===== config.mk =====
export PLATFORM = sky130hd
export DESIGN_NAME = gnrl_pipe_fifo
export DESIGN_NICKNAME = d
export VERILOG_FILES = /design/src/rtl/gnrl_dffl.sv /design/src/rtl/gnrl_dfflrs.sv /design/src/rtl/gnrl_pipe_fifo.sv
export SDC_FILE = /design/constraint.sdc
export NUM_CORES = 1
export LEC_CHECK = 0
export CAP_MARGIN = 10
export CORE_ASPECT_RATIO = 2
export CORE_MARGIN = 2
export CORE_UTILIZATION = 35
export DETAILED_ROUTE_END_ITERATION = 8
export GPL_TIMING_DRIVEN = 0
export PLACE_DENSITY = 0.7
export SYNTH_ARGS = -nofsm -noshare
export SYNTH_HDL_FRONTEND = slang
export SYNTH_SLANG_ARGS = --single-unit

===== constraint.sdc =====
create_clock -name clk -period 4.25 [get_ports clk]
set_input_delay 0.6375 -clock clk [delete_from_list [all_inputs] [get_ports clk]]
set_output_delay 0.6375 -clock clk [all_outputs]
set_load 0.01 [all_outputs]

===== src/rtl/gnrl_dffl.sv =====
// gnrl_dffl: load-enable flop without reset, used for FIFO storage entries
module gnrl_dffl #(
    parameter int DW = 32
) (
    input  logic          clk,
    input  logic          lden,
    input  logic [DW-1:0] dnxt,
    output logic [DW-1:0] qout
);
    always_ff @(posedge clk) begin
        if (lden) qout <= dnxt;
    end
endmodule


===== src/rtl/gnrl_dfflrs.sv =====
// gnrl_dfflrs: load-enable flop with synchronous active-low reset to zero
module gnrl_dfflrs #(
    parameter int DW = 32
) (
    input  logic          clk,
    input  logic          rst_n,
    input  logic          lden,
    input  logic [DW-1:0] dnxt,
    output logic [DW-1:0] qout
);
    always_ff @(posedge clk) begin
        if (!rst_n) qout <= '0;
        else if (lden) qout <= dnxt;
    end
endmodule


===== src/rtl/gnrl_pipe_fifo.sv =====
// gnrl_pipe_fifo: registered-output FIFO with optional ready cut and synchronous flush
module gnrl_pipe_fifo #(
    parameter int DW        = 32,
    parameter int DP        = 2,
    parameter int CUT_READY = 0,
    localparam int CW       = $clog2(DP + 1)
) (
    input  logic          clk,
    input  logic          rst_n,
    input  logic          flush,
    input  logic          i_vld,
    output logic          i_rdy,
    input  logic [DW-1:0] i_dat,
    output logic          o_vld,
    input  logic          o_rdy,
    output logic [DW-1:0] o_dat,
    output logic [CW-1:0] count
);
    localparam int PW = DP > 1 ? $clog2(DP) : 1;
    logic [PW-1:0] rptr, wptr, rptr_nxt, wptr_nxt;
    logic [CW-1:0] cnt_nxt;
    logic [DW-1:0] mem [DP];
    logic [DW-1:0] head;
    logic          push, pop;
    assign o_vld    = count != '0;
    assign i_rdy    = (count != CW'(DP)) | (CUT_READY != 0 ? 1'b0 : o_rdy);
    assign push     = i_vld & i_rdy & ~flush;
    assign pop      = o_vld & o_rdy & ~flush;
    assign wptr_nxt = (flush || wptr == PW'(DP - 1)) ? '0 : wptr + 1'b1;
    assign rptr_nxt = (flush || rptr == PW'(DP - 1)) ? '0 : rptr + 1'b1;
    // count only loads when it actually changes, so push alone means +1
    assign cnt_nxt  = flush ? '0 : push ? count + 1'b1 : count - 1'b1;
    gnrl_dfflrs #(.DW(PW)) u_wptr (
        .clk(clk), .rst_n(rst_n), .lden(flush | push), .dnxt(wptr_nxt), .qout(wptr)
    );
    gnrl_dfflrs #(.DW(PW)) u_rptr (
        .clk(clk), .rst_n(rst_n), .lden(flush | pop), .dnxt(rptr_nxt), .qout(rptr)
    );
    gnrl_dfflrs #(.DW(CW)) u_cnt (
        .clk(clk), .rst_n(rst_n), .lden(flush | (push ^ pop)), .dnxt(cnt_nxt), .qout(count)
    );
    for (genvar e = 0; e < DP; e++) begin : g_ent
        gnrl_dffl #(.DW(DW)) u_ent (
            .clk(clk), .lden(push && wptr == PW'(e)), .dnxt(i_dat), .qout(mem[e])
        );
    end
    always_comb begin
        head = '0;
        for (int k = 0; k < DP; k++) head = (rptr == PW'(k)) ? mem[k] : head;
    end
    assign o_dat = o_vld ? head : '0;
endmodule


# Yosys cells after proc, flatten, opt, wreduce, memory -nomap -nowiden
# Index checks and enable logic that the tools add are counted.
# word_totals
ff_bits	68
latchBits	0
ram_bits	0
mem_bits_ro	0
inputBits	37
output_inout_bits	36
elab_cells	32
memories	0
# classes
add_sub_neg	4
mul	0
div	0
n_lt_le_gt_ge	0
n_eq_ne	1
shifts	0
mux	6
n_bitwise	11
reduce_logical	5
# ops
cell	count
$mux 32	2
$and 1x1->1	4
$mux 2	2
$or 1x1->1	4
$add 1x1->1 const B	2
$add 2x1->2 const B	1
$logic_and 1x1->1	2
$logic_or 1x1->1	2
$mux 1	2
$ne 2x2->1 const B	1
$not 1->1	2
$reduce_bool 2->1	1
$sub 2x1->2 const B	1
$xor 1x1->1	1

# Longest topological paths before layout
# Gate-level depths: netlist of run 1.
# logic_depth
depth_word	6
mapped_depth	4
mapped_depth_nobuf	3

# Modules after synthesis
# A second synthesis of run 1 with hierarchy kept.
# hier_totals
cells_unflattened	168
hier_area_um2	2667.6
# modules_own_cells
mod	instances	cells_each	area_each_um2	seq_area_each_um2
gnrl_dffl	2	32	960.9	960.9
gnrl_pipe_fifo	1	92	600.6	0.0
gnrl_dfflrs (u_cnt)	1	6	72.6	40.0
gnrl_dfflrs (u_rptr ...)	2	3	36.3	20.0

# Worst setup path after synthesis of run 1
# No wires, ideal clock.
# synth_path
path_type	input to register
from	input port o_rdy
to	register g_ent[0].u_ent.qout[0] (enable)
setup_time_ns	0.461
arrival_time_ns	3.098
required_ns	3.789
path_slack_ns	0.690
stages	3
n_path_buf	0
cell_sequence	or3b_1 > nand2_2 > nor3_1
# synth_between
elab_chain_len	4
# synth_rtl
item	line_no	text
start: declaration	gnrl_pipe_fifo.sv:15	input logic o_rdy,
$or 1x1->1	gnrl_pipe_fifo.sv:26	assign i_rdy = (count != CW'(DP)) | (CUT_READY != 0 ? 1'b0 : o_rdy);
$and 1x1->1 (2 in series)	gnrl_pipe_fifo.sv:27	assign push = i_vld & i_rdy & ~flush;
$logic_and 1x1->1	gnrl_pipe_fifo.sv:44	.clk(clk), .lden(push && wptr == PW'(e)), .dnxt(i_dat), .qout(mem[e])
net g_ent[0].u_ent.lden	gnrl_dffl.sv:6	input logic lden,
end signal: assignment	gnrl_dffl.sv:11	if (lden) qout <= dnxt;
end: declaration	gnrl_dffl.sv:8	output logic [DW-1:0] qout
# The timed path passes the listed nets, and every way through them passes these cells.
# A chain may end at the register's enable or synchronous reset.

# Final worst setup path of run 1
# layout_path
from	register u_cnt.qout[1]
to	output port o_dat[18]
# layout_between
elab_chain_len	2
# layout_rtl
item	line_no	text
start: declaration	gnrl_dfflrs.sv:9	output logic [DW-1:0] qout
start signal: assignment	gnrl_dfflrs.sv:13	else if (lden) qout <= dnxt;
$reduce_bool 2->1	gnrl_pipe_fifo.sv:25	assign o_vld = count != '0;
$mux 32	gnrl_pipe_fifo.sv:51	assign o_dat = o_vld ? head : '0;
end: declaration	gnrl_pipe_fifo.sv:16	output logic [DW-1:0] o_dat,
# Every way passes these cells.

==> run summary, run 1 <==
The capturing point of the worst reg2reg path is g_ent[1].u_ent.qout[13]. Synthesis produced a netlist with a net count of around 200. The internal power came out at roughly 1.3 mW.

In this run the static leakage power is 1.26 nW. The maximum fanout along the worst path is 10. The worst-skew pair later-pin latency came out at about 320 ps. The number of nets with antenna violations after routing is 0. The overall via count from detail_route came out at approximately 1500.

The library cells used most frequently in the layout, excluding fill and tap cells, are clkdlybuf4s50_1 (72), edfxtp_1 (64), nor2_1 (37). The post-CTS setup repair buffer count is 0. In this run the power spent charging and discharging nets is 0.295 mW.

Counting instances, the worst hold path has a depth of 2. The startpoint identified for the worst register-to-register timing path is u_cnt.qout[0]. The number of global-route vias before repair came out at between 1500 and 2000.

The number of antenna diodes in the final layout is 0. The deepest level of the CTS H-tree is 3. The TritonCTS clock tree is built. The clock transition at the register clock pins on the worst setup and hold paths after CTS is 50 ps. Across the routed clock network, the largest skew measured is slightly below 7 ps. Yosys mapped the design onto 18 distinct sky130hd cell types. Once the clock tree was built, the resizer swapped 0 gates to a different size. Across the VDD grid, the largest voltage drop is 368 uV. The cell at the root of the clock tree is clkbuf_16. The share of power burned in the clock network came out at between 40% and 50%. Counting stages on the worst path, the most repeated cell is nor2_1. The initial antenna violation count is 0. The worst setup path is captured at a primary output. The arrival time of the worst setup path came out at around 2100 ps. The critical path startpoint category is a flip-flop. Counting cells, the worst reg-to-reg path comes to 5. The number of detailed-routing iterations run before antenna repair is 4. The average wire length per cell after detail routing came out at 14.3 um. For the worst setup path, the data required time is roughly 3600 ps. On the critical path, the stage with the largest delay is an instance of clkdlybuf4s50_1. Measured against its own limit, the worst slew margin works out to between 60 and 70%. The number of endpoints with negative hold slack in the final report is 0.

After technology mapping, the gate count stands at about 160. The first global-routing pass estimated about 7900 um of wire. The worst hold path terminates at u_wptr.qout. The warning count from the yosys run is 0. After synthesis, the largest area contributor takes up roughly 73% of total cell area. The number of synthesized register bits came out at between 60 and 70. The floorplan row count came out at 44. For this run, the total global-route usage over all layers was measured as between 10% and 20%.

Leaving out fill and tap cells, the most frequent cell in the layout is clkdlybuf4s50_1. The final layout contains routed wiring with a total length of roughly 5000 um. The startpoint of the tightest hold check path is u_wptr.qout. The portion of the post-synthesis area used by sequential elements came out at around three quarters. The initial utilization of the core area, before any placement, comes to ~36%. The aggregate global routing overflow is 0. The count of buffer and inverter cells on the critical path is 2. Setup repair after global routing left no endpoint under its margin.

The final count of negative-setup-slack endpoints is 0. The critical path goes through nor2_1 > clkbuf_1 > nor2_1 > clkdlybuf4s50_1. The max-capacitance violation count came out at 0.

The number of violations reported at the end of detailed-routing iteration 0 is 39. Of all cell types, the one taking the most synthesized area is edfxtp_1. After detailed routing, the number of vias per cell comes to 4.41. The worst setup slack for register-to-register paths came out at roughly 2400 ps. Based on the critical path, the design can be clocked at up to about 360 MHz. The routability congestion estimate from global placement came out at 0.721. Once layout is complete, the utilization of the core stands at between 50% and 60%. The power density normalized to cell area is between 400 and 500 mW/mm^2. The number of fill cells came out at 620.

The layout cell share with drive strength beyond 1 came out at 10.5%. The floorplan step defined a die boundary enclosing 0.00824 mm^2. The remaining routing DRC violations is 0. The largest stage delay on the critical path came out at ~500 ps. The number of buffers inserted during clock tree synthesis came out at 9. Combinational cells account for 7.5% of the total power. The netlist area before placement came out at about 0.0026 mm^2. Ranked by total cell area, the synthesized netlist is headed by edfxtp_1 (73%), mux2i_1 (13%), nor2_1 (5.3%).

The post-layout net count is 290. The hold-fix buffer count after cts is 0. The switching part of the total power came out at approximately a fifth. The transition at the pin with the smallest max-transition slack is 531 ps.

The final count of pins violating max slew was 0. The kind of cell adding the most delay to the critical path is buffers and inverters. The min-delay analysis places its worst path in the category flip-flop to flip-flop.

Pin placement for this block handled 73 I/O pins. The total power came out at approximately 1.6 mW. The post-synthesis average cell area is 16.0 um^2. The placeable core region is between 0.007 and 0.008 mm^2. The sequential share of power came out at approximately 49%.

The final period utilization came out at 64.6%. The worst setup path is of the flip-flop to primary output kind. The die width came out at about 65 um. Measured along the y axis, the die boundary spans about 130 um.

The count of port buffers added during placement is between 70 and 80. The area growth from synthesis to layout is 45.6%. In the final timing run, aggregate negative setup slack is 0 ps. Once detailed placement completed, the half-perimeter wirelength came to roughly 3600 um. Clock tree synthesis found a total of roughly 70 sinks.

The clock passes through at most 2 buffers. The largest net degree at the start of global routing is 13. After layout, the minimum clock period comes to roughly 2700 ps. The run finished with clean final reports.
synth_stat cells (all sizes together):
master	count
edfxtp	64
nor2	37
mux2i	33
buf	4
dfxtp	4
a21oi	3
clkbuf	3
nor3	3
inv	2
nand2	2
nand2b	2
xor2	2
mux2	1
nor2b	1
o21a	1
o21ai	1
or3b	1
metal layers:
layer / vias up / GRT usage (%) / share of wire, %
met5: - / 0 / 0
met4: 0 / 8.09 / 2.7
met3: 7 / 5.14 / 4.1
met2: 38 / 23.8 / 59
met1: 724 / 12.8 / 34
li1: 774 / - / -
layout make-up:
cell class                      count  area (um^2)  area share (%)
Buffer                              7         31.3           0.819
Clock buffer                       14          274            7.18
Clock inverter                      2         8.76           0.229
Inverter                            2         7.51           0.197
Multi-Input combinational cell     87          592            15.5
Timing Repair Buffer               78          788            20.6
Tap cell                           92          115            3.01
Sequential cell                    68         2000            52.4
power groups by stage:
stage | registers (mW) | clock network [mW] | logic [mW]
global route | 0.762 | 0.729 | 0.127
finish | 0.761 | 0.678 | 0.117
global placement | 0.776 | 0 | 0.110
detailed placement | 0.774 | 0 | 0.119
CTS | 0.761 | 0.700 | 0.119
floorplan | 0.775 | 0 | 0.0410
worst reg2reg max path, stage by stage, from the launching register on:
cell and delay, ps:
dfxtp_1 450, or3b_1 190, nand2_2 90, nor3_2 420, buf_6 220, buf_6 170
worst max-delay path by stage:
stage | start | endpoint | slack (ps) | depth (start not counted)
finish | u_cnt.qout[1] | o_dat[18] | 1500 | 4
global route | u_cnt.qout[1] | o_dat[19] | 1310 | 4
CTS | u_cnt.qout[1] | o_dat[18] | 1440 | 4
detailed placement | o_rdy | i_rdy | 1560 | 3
global placement | o_rdy | g_ent[0].u_ent.qout[15] | -1170 | 4
floorplan | o_rdy | g_ent[0].u_ent.qout[0] | 690 | 3
through the flow:
step / cells / setup slack, ps / area [um^2] / hold slack [ps]
after floorplan: 164 / 690 / 2620 / 550
after global placement: 328 / -1170 / 3460 / 560
final: 350 / 1500 / 3820 / 597
after CTS: 350 / 1440 / 3820 / 602
after detailed placement: 334 / 1560 / 3540 / 588
after global routing: 350 / 1310 / 3820 / 622
logic make-up (layout without fill, tap and decap cells):
| logic type | after synthesis | count (layout) | synth area share (%) |
|---|---|---|---|
| muxes | 34 | 34 | 13.2 |
| xor gates and xnor gates | 2 | 2 | 0.668 |
| DFF | 68 | 68 | 76.3 |
| buffers and inverters | 9 | 103 | 1.48 |
| AOI/OAI and AO/OA | 5 | 5 | 1.05 |
| and+or+nand+nor | 46 | 46 | 7.30 |
state kept, by name, indices dropped and copies added (netlist names):
register          count
g_ent.u_ent.qout     64
u_cnt.qout            2
u_rptr.qout           1
u_wptr.qout           1
Note: power is estimated with default switching activity, not from simulation.
==> inputs of run 2 (changes only) <==
- PLACE_DENSITY: 0.7 -> 0.73
- clock period: 4.25 -> 2.3 ns (I/O delays scaled with it)
==> run 2 against run 1 <==
  * Count of clock-buffer cells in the layout decreased by 3
  * Sequential cell count unchanged
  * Highest routed layer unchanged
  * Utilization decreased by 0.21 points
  * Non-clock buffer count fell by 4
==> run summary, run 2 (same netlist as run 1, synthesis figures left out) <==
The flow ran to the end, and the final reports show no timing, DRC or antenna violations. The final period utilization is between 90 and 100%. The hold-fix buffer count after cts is 0 (unchanged). The clock skew is 5.85 ps (-1.04 ps).

The type of destination of the critical path is a primary output. The remaining routing DRC violations is 0 (unchanged). The path type of the worst setup path is flip-flop to primary output.

The maximum fanout along the worst path was 10 (unchanged). The post-layout net count was 286 (-1.4%). The summed negative setup slack over all endpoints came out at 0 ps (unchanged). The die height came out at 126 um (unchanged). The total track usage is 13.4% (-0.11 points). The final count of negative-setup-slack endpoints is 0 (unchanged). The die width is 65.2 um (unchanged). The count of inserted antenna diode cells came to 0 (unchanged). For the finished layout, the period the worst path requires is approximately 2200 ps. The cell at the root of the clock tree is clkbuf_16. The count of port buffers added during placement is 72 (unchanged). Setup repair after global routing left no endpoint under its margin. The aggregate global routing overflow came out at 0 (unchanged). TritonCTS built the clock tree. The placeable core region came out at 0.00727 mm^2 (unchanged). The worst supply voltage drop on vdd is 580 uV (+58%). The effective utilization at floorplan came out at 36.1% (unchanged). The maximum count of clock buffers along a single path came out at 2 (unchanged).

The worst hold path belongs to the class flip-flop to flip-flop. The number of nets with antenna violations after routing came to 0 (unchanged). The leakage component of the power came out at 1.24 nW (-1.5%). The routability congestion estimate from global placement is 0.728 (+0.96%).

The number of buffers inserted during clock tree synthesis is 9 (unchanged). The overall die area is 0.00824 mm^2 (unchanged). The global routing met2 resource utilization came out at 23.9% (+0.18 points).

In the final layout, the registers with the most flip-flops are g_ent.u_ent.qout x64, u_cnt.qout x2. The met1 demand-to-capacity share in global routing came out at 12.4% (-0.42 points). The max-capacitance violation count came out at 0 (unchanged). The placed cell count is 330 (-1.2%).

The via density per instance was 4.55 (+3.1%). The layout cell share with drive strength beyond 1 came out at 9.84% (-0.62 points). The number of global-route vias before repair is 1649 (+1.5%).

The final count of pins violating max slew is 0 (unchanged). The floorplan row count came out at 44 (unchanged). The deepest level of the CTS H-tree was 3 (unchanged). The boundary pin count is 73 (unchanged). The number of violations reported at the end of detailed-routing iteration 0 is 36 (-7.7%). The number of detailed-routing iterations run before antenna repair is 4 (unchanged).

The area growth from synthesis to layout is 45.0%. Counting flops per register, the top entry is g_ent.u_ent.qout. The layer carrying the most global-route usage is met2. The number of endpoints with negative hold slack in the final report is 0 (unchanged).

The overall via count from detail_route came out at 1573 (+1.9%). The power density normalized to cell area came out at 728 mW/mm^2 (+79%). The wire length of the first global-routing pass was 7870 um (-0.87%). The fraction of met3 tracks used by global routing came out at 3.72% (-1.4 points). The clock transition at the register clock pins on the worst setup and hold paths after CTS is 50 ps (about the same). The average wire length per cell after detail routing came to 14.5 um (+1.4%). The HPWL after detailed placement is 3580 um (-1.7%). The total power came out at 2.77 mW (+78%). The worst-case headroom to the max-slew limit came to 40.5% (-24 points). The largest net degree at the start of global routing is 19 (+6). The worst-skew pair later-pin latency came out at 320 ps (about the same).

The number of clock sinks is 68 (unchanged). The arrival time of the worst setup path is 1840 ps (-270 ps). The number of flip-flops in the largest register is 64 (unchanged). The library cell used most frequently in the layout, excluding fill and tap cells, is clkdlybuf4s50_1. The post-CTS setup repair buffer count is 0 (unchanged). STA classifies the critical path startpoint as a flip-flop. The final instance count without filler cells is 346 (-1.1%). The routed wire length is 5010 um (+0.22%). The transition at the pin with the smallest max-transition slack is 890 ps (+359 ps). The initial antenna violation count came out at 0 (unchanged). Based on the critical path, the design can be clocked at up to between 400 and 500 MHz. The data required time of the worst path is 1960 ps (-1650 ps). The library cells used most frequently in the layout, excluding fill and tap cells, are clkdlybuf4s50_1 (72), edfxtp_1 (64), nor2_1 (36).
==> run 2: cell count changes in the layout (fill, tap and decap cells not counted), sizes merged <==
cell    change
clkbuf      -2
buf         -5
clkinv      +3
==> run 2: final cells by class <==
cell class	instances	area (um^2)
well taps	92	115
clock inverters	5	18.8
clock buffers	11	233
plain buffers	7	42.5
flip-flops and latches	68	2000
fillers	645	3460
repair buffers	74	776
multi-input cells	87	607
inverters	2	7.51
==> run 2: worst paths after layout <==
| check | slack [ps] | to | from | cells after the start |
|---|---|---|---|---|
| hold reg to reg | 580 | u_cnt.qout[1] | u_cnt.qout[0] | 2 |
| setup / recovery | 120 | o_dat[20] | u_rptr.qout | 5 |
| hold / removal | 580 | u_cnt.qout[1] | u_cnt.qout[0] | 2 |
| setup reg to reg | 390 | g_ent[1].u_ent.qout[0] | u_cnt.qout[0] | 4 |
==> run 2: timing repair <==
item / in CTS / in global routing
gates resized for setup: 6 / 3
pin swaps: 0 / 0
endpoints found under the setup margin: 31 / 27
==> run 2: stage by stage <==
step	setup WS [ps]	util, %	hold WS [ps]	cell area (um^2)
after floorplan	-154	-	444	2630
after global placement	-1300	47.7	571	3470
after detailed placement	-176	48.7	603	3540
after CTS	-0.701	52.3	588	3800
after global routing	3.27	52.3	594	3800
final	116	52.3	576	3800
==> run 2: metal layers <==
metal  vias to the layer above  wire length (um)
li1                        772                 -
met1                       750              1740
met2                        41              2870
met3                        10               218
met4                         0               183
met5                         -                 0
==> run 2: where the power goes <==
| group | switching, mW | total [mW] | internal [mW] |
|---|---|---|---|
| clock | 0.434 | 1.14 | 0.709 |
| combinational | 0.0936 | 0.219 | 0.125 |
| sequential | 0.0105 | 1.41 | 1.40 |
==> run 2: worst max-delay path: stages, from the launching register on <==
cell and delay (ps):
dfxtp_1 300, buf_2 170, clkbuf_4 280, mux2i_1 100, nor2_1 110, clkdlybuf4s50_1 560
